[src/rtl/rv_pwmcap_if.sv]
// CPU local-bus register port shared by the rv_io peripherals.
interface rv_pwmcap_if;
  logic [4:0]  adr;
  logic        cs;
  logic        rdy;
  logic [3:0]  we;
  logic        re;
  logic [31:0] dw;
  logic [31:0] dr;

  modport master (output adr, cs, rdy, we, re, dw, input dr);
  modport slave  (input adr, cs, rdy, we, re, dw, output dr);
endinterface

[src/rtl/rv_pwmcap.sv]
// Four-channel pulse-width/period capture: each channel latches HIGH/PERIOD
// (in prescaled ticks) between consecutive rising edges of its input.
module rv_pwmcap #(
  parameter int unsigned NCH       = 4,
  parameter logic [11:0] PRESC_RST = 12'd59
) (
  input  logic           clk,
  input  logic           xreset,
  rv_pwmcap_if.slave     bus,
  input  logic [NCH-1:0] cap_in,
  output logic           irq
);
  localparam logic [1:0] ST_DIS  = 2'd0;
  localparam logic [1:0] ST_ARM  = 2'd1;
  localparam logic [1:0] ST_MEAS = 2'd2;

  logic [NCH-1:0]       en_q, en_d, ien_q, ien_d;
  logic [NCH-1:0]       valid_q, valid_d, ovf_q, ovf_d;
  logic [11:0]          presc_q, presc_d, precnt_q, precnt_d;
  logic [NCH-1:0]       s1_q, s2_q, prv_q;
  logic [NCH-1:0][1:0]  st_q, st_d;
  logic [NCH-1:0][15:0] cnt_q, cnt_d, hsh_q, hsh_d, per_q, per_d, hi_q, hi_d;
  logic [31:0]          dr_q, dr_d, rdata;
  logic                 irq_q, irq_d;
  logic [NCH-1:0]       rise, fall, set_valid, set_ovf, clr_valid, clr_ovf;
  logic [2:0]           sel;
  logic                 wr_en, rd_en, presc_wr, tick;
  logic                 unused_bus;

  assign sel        = bus.adr[4:2];
  assign wr_en      = bus.cs & bus.rdy & (|bus.we);
  assign rd_en      = bus.cs & bus.re & bus.rdy;
  assign presc_wr   = wr_en && (sel == 3'd6);
  assign tick       = (precnt_q == presc_q);
  assign rise       = s2_q & ~prv_q;
  assign fall       = ~s2_q & prv_q;
  assign bus.dr     = dr_q;
  assign irq        = irq_q;
  assign unused_bus = ^{bus.adr[1:0], bus.dw[31:12], bus.we[3:2]};

  always_comb begin
    en_d      = en_q;
    ien_d     = ien_q;
    presc_d   = presc_q;
    clr_valid = '0;
    clr_ovf   = '0;
    if (wr_en) begin
      case (sel)
        3'd0: if (bus.we[0]) begin
          en_d  = bus.dw[NCH-1:0];
          ien_d = bus.dw[4 +: NCH];
        end
        3'd1: begin
          if (bus.we[0]) clr_valid = bus.dw[NCH-1:0];
          if (bus.we[1]) clr_ovf   = bus.dw[8 +: NCH];
        end
        3'd6: begin
          if (bus.we[0]) presc_d[7:0]  = bus.dw[7:0];
          if (bus.we[1]) presc_d[11:8] = bus.dw[11:8];
        end
        default: ;
      endcase
    end
    precnt_d = (presc_wr || tick) ? '0 : precnt_q + 12'd1;
  end

  always_comb begin
    logic [16:0] inc;
    st_d      = st_q;
    cnt_d     = cnt_q;
    hsh_d     = hsh_q;
    per_d     = per_q;
    hi_d      = hi_q;
    set_valid = '0;
    set_ovf   = '0;
    inc       = '0;
    for (int unsigned i = 0; i < NCH; i++) begin
      inc = {1'b0, cnt_q[i]} + {16'b0, tick};
      case (st_q[i])
        ST_DIS: begin
          cnt_d[i] = '0;
          if (en_q[i]) st_d[i] = ST_ARM;
        end
        ST_ARM: if (rise[i]) begin
          cnt_d[i] = '0;
          hsh_d[i] = '0;
          st_d[i]  = ST_MEAS;
        end
        ST_MEAS: begin
          // Overflow takes priority: a count past 0xFFFF cannot be reported.
          if (inc[16]) begin
            set_ovf[i] = 1'b1;
            cnt_d[i]   = '0;
            st_d[i]    = ST_ARM;
          end else if (rise[i]) begin
            per_d[i]     = inc[15:0];
            hi_d[i]      = hsh_q[i];
            set_valid[i] = 1'b1;
            cnt_d[i]     = '0;
          end else begin
            cnt_d[i] = inc[15:0];
            if (fall[i]) hsh_d[i] = inc[15:0];
          end
        end
        default: st_d[i] = ST_DIS;
      endcase
      if (!en_q[i]) st_d[i] = ST_DIS;
    end
    // A capture in the same clock as a W1C wins, so no event is lost.
    valid_d = (valid_q & ~clr_valid) | set_valid;
    ovf_d   = (ovf_q & ~clr_ovf) | set_ovf;
    irq_d   = |(valid_q & ien_q);
  end

  always_comb begin
    rdata = '0;
    case (sel)
      3'd0: begin
        rdata[NCH-1:0] = en_q;
        rdata[4 +: NCH] = ien_q;
      end
      3'd1: begin
        rdata[NCH-1:0] = valid_q;
        rdata[8 +: NCH] = ovf_q;
      end
      3'd6: rdata[11:0] = presc_q;
      default: begin
        for (int unsigned i = 0; i < NCH; i++)
          if (sel == 3'(i + 2)) rdata = {hi_q[i], per_q[i]};
      end
    endcase
    dr_d = dr_q;
    if (bus.rdy) dr_d = rd_en ? rdata : '0;
  end

  always_ff @(posedge clk or negedge xreset) begin
    if (!xreset) begin
      en_q     <= '0;
      ien_q    <= '0;
      valid_q  <= '0;
      ovf_q    <= '0;
      presc_q  <= PRESC_RST;
      precnt_q <= '0;
      s1_q     <= '0;
      s2_q     <= '0;
      prv_q    <= '0;
      st_q     <= {NCH{ST_DIS}};
      cnt_q    <= '0;
      hsh_q    <= '0;
      per_q    <= '0;
      hi_q     <= '0;
      dr_q     <= '0;
      irq_q    <= 1'b0;
    end else begin
      en_q     <= en_d;
      ien_q    <= ien_d;
      valid_q  <= valid_d;
      ovf_q    <= ovf_d;
      presc_q  <= presc_d;
      precnt_q <= precnt_d;
      s1_q     <= cap_in;
      s2_q     <= s1_q;
      prv_q    <= s2_q;
      st_q     <= st_d;
      cnt_q    <= cnt_d;
      hsh_q    <= hsh_d;
      per_q    <= per_d;
      hi_q     <= hi_d;
      dr_q     <= dr_d;
      irq_q    <= irq_d;
    end
  end
endmodule

[src/flat_wrapper.sv]
// flat-port wrapper written by rule: the top's interface ports become plain ports
module rv_pwmcap_flat 
#(
  parameter int unsigned NCH       = 4,
  parameter logic [11:0] PRESC_RST = 12'd59
)
  (clk, xreset, cap_in, irq, bus_adr, bus_cs, bus_rdy, bus_we, bus_re, bus_dw, bus_dr);
  rv_pwmcap_if bus_i ();
  input  logic clk;
  input  logic xreset;
  input  logic [NCH-1:0] cap_in;
  output logic irq;
  input wire logic [$bits(bus_i.adr)-1:0] bus_adr;
  input wire logic [$bits(bus_i.cs)-1:0] bus_cs;
  input wire logic [$bits(bus_i.rdy)-1:0] bus_rdy;
  input wire logic [$bits(bus_i.we)-1:0] bus_we;
  input wire logic [$bits(bus_i.re)-1:0] bus_re;
  input wire logic [$bits(bus_i.dw)-1:0] bus_dw;
  output wire logic [$bits(bus_i.dr)-1:0] bus_dr;
  assign bus_i.adr = bus_adr;
  assign bus_i.cs = bus_cs;
  assign bus_i.rdy = bus_rdy;
  assign bus_i.we = bus_we;
  assign bus_i.re = bus_re;
  assign bus_i.dw = bus_dw;
  assign bus_dr = bus_i.dr;
  rv_pwmcap #(.NCH(NCH), .PRESC_RST(PRESC_RST)) u_core (.clk(clk), .xreset(xreset), .bus(bus_i), .cap_in(cap_in), .irq(irq));
endmodule
[config.mk]
export PLATFORM = sky130hd
export DESIGN_NAME = rv_pwmcap_flat
export DESIGN_NICKNAME = d
export VERILOG_FILES = /design/src/rtl/rv_pwmcap_if.sv /design/src/rtl/rv_pwmcap.sv /design/src/flat_wrapper.sv
export SDC_FILE = /design/constraint.sdc
export NUM_CORES = 1
export LEC_CHECK = 0
export ABC_CLOCK_PERIOD_IN_PS = 6600
export CORE_ASPECT_RATIO = 1.1
export CORE_MARGIN = 1
export CORE_UTILIZATION = 55
export DETAILED_ROUTE_END_ITERATION = 7
export DONT_BUFFER_PORTS = 1
export GPL_ROUTABILITY_DRIVEN = 1
export PLACE_DENSITY_LB_ADDON = 0.08
export SYNTH_ARGS = -nofsm -noshare
export SYNTH_HDL_FRONTEND = slang
export SYNTH_SLANG_ARGS = --single-unit
[constraint.sdc]
create_clock -name clk -period 6.6 [get_ports clk]
set_input_delay 0.66 -clock clk [delete_from_list [all_inputs] [get_ports clk]]
set_output_delay 0.66 -clock clk [all_outputs]
set_load 0.03 [all_outputs]
## Word-level counts from Yosys, hierarchy flattened

Index checks and enable logic that the tools add are counted.

| cells by class | value |
|---|---|
| add/sub/neg operators | 5 |
| equal/unequal tests | 39 |
| mux-type cells | 84 |
| bitwise logic cells | 19 |
| reductions and logical operators | 37 |

Operators with widths:

| kind | number |
|---|---|
| 16-bit 2-to-1 mux | 24 |
| 16-bit one-hot mux with 3 select lines | 4 |
| 32-bit 2-to-1 mux | 5 |
| 16-bit one-hot mux with 2 select lines | 4 |
| 16-bit by 1-bit adder with 17-bit output | 4 |
| 4-bit one-hot mux with 3 select lines | 3 |
| 2-bit 2-to-1 mux | 12 |
| 4-bit 2-to-1 mux | 6 |
| 3-bit != test, second input constant | 8 |
| 2-bit one-hot mux with 3 select lines | 4 |
| 3-bit AND reduction | 7 |
| 4-bit AND | 5 |
| 1-bit 2-to-1 mux | 20 |
| 20-bit 2-to-1 mux | 1 |
| 5-bit AND reduction | 4 |
| 2-bit by 1-bit != test with 1-bit output, second input constant | 8 |
| 2-bit != test, second input constant | 8 |
| 4-bit NOT | 4 |
| 2-bit AND reduction | 8 |
| 12-bit by 1-bit adder with 12-bit output, second input constant | 1 |
| 12-bit == test | 1 |
| 12-bit 2-to-1 mux | 1 |
| 3-bit nonzero test | 4 |
| 3-bit == test, second input constant | 3 |
| 14 further kinds | 35 |

| word-level totals | value |
|---|---|
| register bits after elaboration | 349 |
| input port bits | 50 |
| output and inout port bits | 33 |
| word-level logic and storage cells | 216 |

## Longest topological paths before layout

| logic depth | value |
|---|---|
| depth after elaboration | 7 |
| gate-level depth with buffers | 12 |
| mapped depth without buffers | 10 |

## Least setup slack after synthesis

No wires, ideal clock.

| path | value |
|---|---|
| path kind | register to register |
| from | register u_core.presc_q[3] |
| to | register u_core.hi_q[56] (netlist bit) |
| library setup time | 0.125 ns |
| arrival time | 3.042 ns |
| data required time | 6.475 ns |
| path slack | 3.433 ns |
| cell stages (with the launch flop) | 11 |
| buffers on the path | 1 |
| period minus slack after synthesis | 3.167 ns |
| cells stage by stage | dfstp_2 -> xnor2_1 -> nand4_1 -> nor3_1 -> ha_1 -> ha_1 -> nand3_1 -> nor4b_4 -> a211o_1 -> buf_2 -> mux2_2 |

| between the ends | value |
|---|---|
| longest elaborated chain between the ends | 4 |

Ends and longest elaborated chain:

| element | line | text |
|---|---|---|
| start: declaration | rv_pwmcap.sv:19 | `logic [11:0] presc_q, presc_d, precnt_q, precnt_d;` |
| start signal: assignment | rv_pwmcap.sv:159 | `presc_q <= presc_d;` |
| 12-bit == test | rv_pwmcap.sv:34 | `assign tick = (precnt_q == presc_q);` |
| 16-bit by 1-bit adder with 17-bit output | rv_pwmcap.sv:78 | `inc = {1'b0, cnt_q[i]} + {16'b0, tick};` |
| 1-bit NOT (no source line) | -- |  |
| 3-bit AND reduction (no source line) | -- |  |
| end signal: assignment | rv_pwmcap.sv:168 | `hi_q <= hi_d;` |
| end: declaration | rv_pwmcap.sv:22 | `logic [NCH-1:0][15:0] cnt_q, cnt_d, hsh_q, hsh_d, per_q, per_d, hi_q, hi_d;` |

No other way between the ends.
A chain may end at the register's enable or synchronous reset.

## Worst setup path after layout

| path | value |
|---|---|
| from | register u_core.presc_q[5] |
| to | register u_core.hsh_q[27] (netlist bit) |

| between the ends | value |
|---|---|
| longest elaborated chain between the ends | 6 |
| elaborated cells on any way between the ends | 8 |
| those cells by class | add/sub (1); eq/ne (2); mux (4); reduce/logical (1) |

Ends and longest elaborated chain:

| element | line | text |
|---|---|---|
| 12-bit == test * | rv_pwmcap.sv:34 |  |
| 16-bit by 1-bit adder with 17-bit output * | rv_pwmcap.sv:78 |  |
| 16-bit 2-to-1 mux | rv_pwmcap.sv:102 | `if (fall[i]) hsh_d[i] = inc[15:0];` |
| 16-bit 2-to-1 mux | rv_pwmcap.sv:95 | `end else if (rise[i]) begin` |
| 16-bit 2-to-1 mux | rv_pwmcap.sv:91 | `if (inc[16]) begin` |
| 16-bit one-hot mux with 2 select lines | rv_pwmcap.sv:79 | `case (st_q[i])` |
| end signal: assignment | rv_pwmcap.sv:166 | `hsh_q <= hsh_d;` |
| end: declaration | rv_pwmcap.sv:22 |  |

Mark *: on every way between the ends. The rest lies on a longest branch, timed or not. The select of a mux whose other input is x is not followed.

==> results.rst <==
.. list-table::
   :header-rows: 1

   * - Metric
     - Value
   * - Result of the run
     - complete, but fails checks
   * - Violated checks
     - hold timing
   * - Area enclosed by the die boundary
     - 29900 um2
   * - Crit path max fanout
     - 16
   * - Portion of synthesized cell area occupied by the leading cell type
     - 0.536
   * - Main combinational cell family by area after synthesis
     - compound AO/OA/AOI/OAI gates
   * - Final weighted congestion of routability-driven global placement
     - 0.866
   * - Instance count of the mapped netlist
     - 1486
   * - CTS Buffer Depth
     - 3
   * - Core outline area
     - 28700 um2
   * - Number of synthesized flops with an enable pin
     - 0
   * - Number of detailed-route iterations in the first pass
     - 7
   * - Commonest cells after routing, fill and taps aside
     - 344 x sky130_fd_sc_hd__dfrtp_1, 188 x sky130_fd_sc_hd__nand2_1, 131 x sky130_fd_sc_hd__o21ai_0
   * - Diode count
     - 0
   * - Switching Fraction
     - 0.240
   * - Nature of the critical path startpoint
     - flip-flop
   * - Die W
     - 165 um
   * - Fraction of layout cells with a size suffix above 1
     - 0.111
   * - Combinational cell fraction of total power
     - 0.080
   * - Initial core utilization
     - 0.560
   * - Buffer count from post-CTS setup fixing
     - 0
   * - Category of the worst setup path capture point
     - flip-flop
   * - Final hold violation count
     - 89
   * - Post-CTS clock slew at the launch and capture registers of the worst setup and hold paths
     - 60 ps
   * - Internal power component
     - 3.70 mW
   * - Relative area change from synthesis to final layout
     - 8.66%
   * - Worst endpoint required time
     - 6960 ps
   * - Library cell used as clock root buffer
     - sky130_fd_sc_hd__clkbuf_16
   * - Ports
     - 83
   * - Proportion of power drawn by the clock network
     - 0.444
   * - Total wirelength of the detailed-routed design
     - 40000 um
   * - Max-slew headroom at the worst pin
     - 0.210
   * - Setup total negative slack
     - 0 ps
   * - Number of design rule violations left after detail routing
     - 0
   * - Vias per cell
     - 6.04
   * - Hold Worst Slack
     - -162 ps
   * - # Max-Cap Violations
     - 0
   * - Resize count post-CTS
     - 0
   * - Initial antenna violation count
     - 0
   * - Worst VDD drop
     - 0.253 mV
   * - Parity-gate share of the synthesized area counting xor and xnor cells
     - 0.0425
   * - # port buffers
     - 0
   * - Via count
     - 11100
   * - Simple-Gate Fraction of Synth Area
     - 0.113
   * - Share of synthesized cell area in full adder, half adder and majority cells
     - 0.0179
   * - Per-cell routed wire length
     - 21.8 um
   * - Via count of the first global-routing pass
     - 10900
   * - Static leakage power
     - 7.69 nW
   * - Fin crit share
     - 0.632
   * - Area of the mapped netlist
     - 16100 um2
   * - Maximum frequency from static timing analysis
     - 240 MHz
   * - Number of synthesized register bits
     - 349
   * - Synthesis warning total
     - 0
   * - Maximum number of pins on one net before global-route repair
     - 350
   * - Share of flip-flops with an asynchronous set or reset after synthesis
     - 1.00
   * - Most used DFF post-synth
     - sky130_fd_sc_hd__dfrtp_1
   * - Clock latency reported for the late side of the worst-skew pair
     - 530 ps
   * - Number of slew-limit violations in the final report
     - 0
   * - Commonest non-fill, non-tap cell in the layout
     - sky130_fd_sc_hd__dfrtp_1
   * - Global router's overall resource usage
     - 0.276
   * - Crit path arrival time
     - 4530 ps
   * - Depth of the CTS H-tree
     - 2
   * - Drt initial violations
     - 933
   * - Sequential-to-total area share from yosys stat
     - 0.544
   * - Kind of path behind the tightest hold check
     - primary input to asynchronous set/reset pin
   * - NetSw
     - 1.17 mW
   * - Complex-gate fraction of the synthesized area
     - 0.151
   * - Seq pwr share
     - 0.476
   * - Worst setup slack for register-to-register paths
     - 2430 ps
   * - Cell row count
     - 65
   * - Mapped Avg Cell Area
     - 10.8 um2
   * - Worst setup skew after layout
     - 20.8 ps
   * - Number of clock buffers inserted by TritonCTS
     - 38
   * - Nets in the synthesized netlist
     - 1559
   * - Setup repair after global routing missed its margin
     - no
   * - Number of nets with antenna violations after detailed routing
     - 0
   * - Power density normalized to cell area
     - 279 nW/um2
   * - Actual slew at the worst max-slew pin
     - 1180 ps
   * - Number of unique standard cell types used by synthesis
     - 59
   * - Global-route wire length before repair
     - 62600 um
   * - Number of clock sinks seen by CTS
     - 349
   * - Final number of setup-violating endpoints
     - 0
   * - Area contributors post-synth
     - sky130_fd_sc_hd__dfrtp_1 54%, sky130_fd_sc_hd__mux2_2 5.3%, sky130_fd_sc_hd__nand2_1 4.4%
   * - Total congestion overflow
     - 0
   * - Fraction of synthesized area in multiplexers
     - 0.0919
   * - Post-layout net count
     - 1519
   * - CP Class
     - flip-flop to flip-flop
   * - Library cell with the largest summed area after synthesis
     - sky130_fd_sc_hd__dfrtp_1
   * - DP Wirelength
     - 26800 um
   * - Vert. Die Dim
     - 181 um
   * - Clock tree from TritonCTS
     - done
   * - Shortest period the worst path allows
     - 4170 ps
-- logic make-up after synthesis --
group	Yosys count
and+or+nand+nor	379
AOI/OAI and AO/OA	374
DFF	349
buffers and inverters	146
muxes	137
xor gates and xnor gates	78
adders and majority gates	23
-- Yosys cell counts (6+ instances only) --
master,instances
sky130_fd_sc_hd__ha_1,23
sky130_fd_sc_hd__and3_1,13
sky130_fd_sc_hd__mux2i_1,53
sky130_fd_sc_hd__o22ai_1,41
sky130_fd_sc_hd__o2bb2ai_1,66
sky130_fd_sc_hd__dfrtp_1,344
sky130_fd_sc_hd__o211ai_1,7
sky130_fd_sc_hd__a31oi_1,17
sky130_fd_sc_hd__o21ai_1,17
sky130_fd_sc_hd__o21ai_0,131
sky130_fd_sc_hd__and4_1,9
sky130_fd_sc_hd__nor2_1,41
sky130_fd_sc_hd__xor2_1,38
sky130_fd_sc_hd__a221o_1,8
sky130_fd_sc_hd__nand2b_1,20
sky130_fd_sc_hd__nor2b_1,18
sky130_fd_sc_hd__or2_2,6
sky130_fd_sc_hd__inv_1,59
sky130_fd_sc_hd__mux2_2,76
sky130_fd_sc_hd__a22o_1,9
sky130_fd_sc_hd__o31ai_1,16
sky130_fd_sc_hd__nand3_1,36
sky130_fd_sc_hd__nand4_1,17
sky130_fd_sc_hd__clkbuf_1,43
sky130_fd_sc_hd__buf_2,30
sky130_fd_sc_hd__nand2_1,188
sky130_fd_sc_hd__a21oi_1,33
sky130_fd_sc_hd__mux2_1,8
sky130_fd_sc_hd__xnor2_1,40
-- through the flow --
stage | worst slack, ps | power [mW] | std cells | utilization | instance area [um2]
5_1_grt | 2260 | 5.05 | 1837 | 0.608 | 17500
3_5_place_dp | 2410 | 2.75 | 1774 | 0.564 | 16200
3_3_place_gp | 2500 | 2.74 | 1774 | 0.564 | 16200
6_report | 2430 | 4.88 | 1837 | 0.608 | 17500
2_1_floorplan | 3430 | 2.65 | 1486 | - | 16100
4_1_cts | 2390 | 4.91 | 1837 | 0.608 | 17500
-- path summary, 6_finish.rpt --
check | startpoint | endpoint | cells after the start
max in group asynchronous | xreset | u_core.hi_q[26] | 0
min reg2reg | u_core.s1_q[3] | u_core.s2_q[3] | 0
min in group clk | cap_in[0] | u_core.s1_q[0] | 0
max | u_core.presc_q[5] | u_core.hsh_q[27] | 11
max reg2reg | u_core.presc_q[5] | u_core.hsh_q[27] | 11
min | xreset | u_core.cnt_q[21] | 0
-- power by group through the flow --
stage          Clock, mW  Sequential, mW  Combinational [mW]
4_1_cts             2.20            2.32               0.389
5_1_grt             2.29            2.33               0.427
2_1_floorplan          0            2.33               0.319
3_5_place_dp           0            2.36               0.387
3_3_place_gp           0            2.36               0.379
6_report            2.17            2.32               0.388
-- critical path, stage by stage, from the launching register on --
cell and delay, ps:
sky130_fd_sc_hd__dfstp_2 570, sky130_fd_sc_hd__xnor2_1 130, sky130_fd_sc_hd__nand4_1 130, sky130_fd_sc_hd__nor3_1 620, sky130_fd_sc_hd__buf_4 290, sky130_fd_sc_hd__ha_1 230, sky130_fd_sc_hd__ha_1 260, sky130_fd_sc_hd__inv_1 90
sky130_fd_sc_hd__or4_4 590, sky130_fd_sc_hd__o21ai_2 250, sky130_fd_sc_hd__or2_1 640, sky130_fd_sc_hd__o2bb2ai_1 180
-- state kept, by name, indices dropped and copies added, names as in the netlist --
| signal | cells |
|---|---|
| u_core.precnt_q | 12 |
| u_core.bus.dr | 32 |
| u_core.valid_q | 4 |
| u_core.ovf_q | 4 |
| u_core.cnt_q | 64 |
| u_core.ien_q | 4 |
| u_core.presc_q | 12 |
| u_core.hi_q | 64 |
| u_core.prv_q | 4 |
| u_core.hsh_q | 64 |
| u_core.irq | 1 |
| u_core.s1_q | 4 |
| u_core.s2_q | 4 |
| u_core.per_q | 64 |
| u_core.st_q | 8 |
| u_core.en_q | 4 |
-- cell type report --
| type | instances | area, um2 |
|---|---|---|
| Clock buffer | 59 | 1210 |
| Clock inverter | 4 | 73.8 |
| Fill cell | 2435 | 11200 |
| Tap cell | 368 | 460 |
| Inverter | 59 | 221 |
| Sequential cell | 349 | 8740 |
| Timing Repair Buffer | 7 | 52.6 |
| Multi-Input combinational cell | 991 | 6700 |
-- metal layers --
layer,track usage,routed length (um),up-vias
met5,0,0,-
met4,0.108,1410,0
met2,0.439,19100,212
met1,0.388,18200,5603
li1,-,-,5209
met3,0.0285,1290,78
Note: power is estimated with default switching activity, not from simulation.
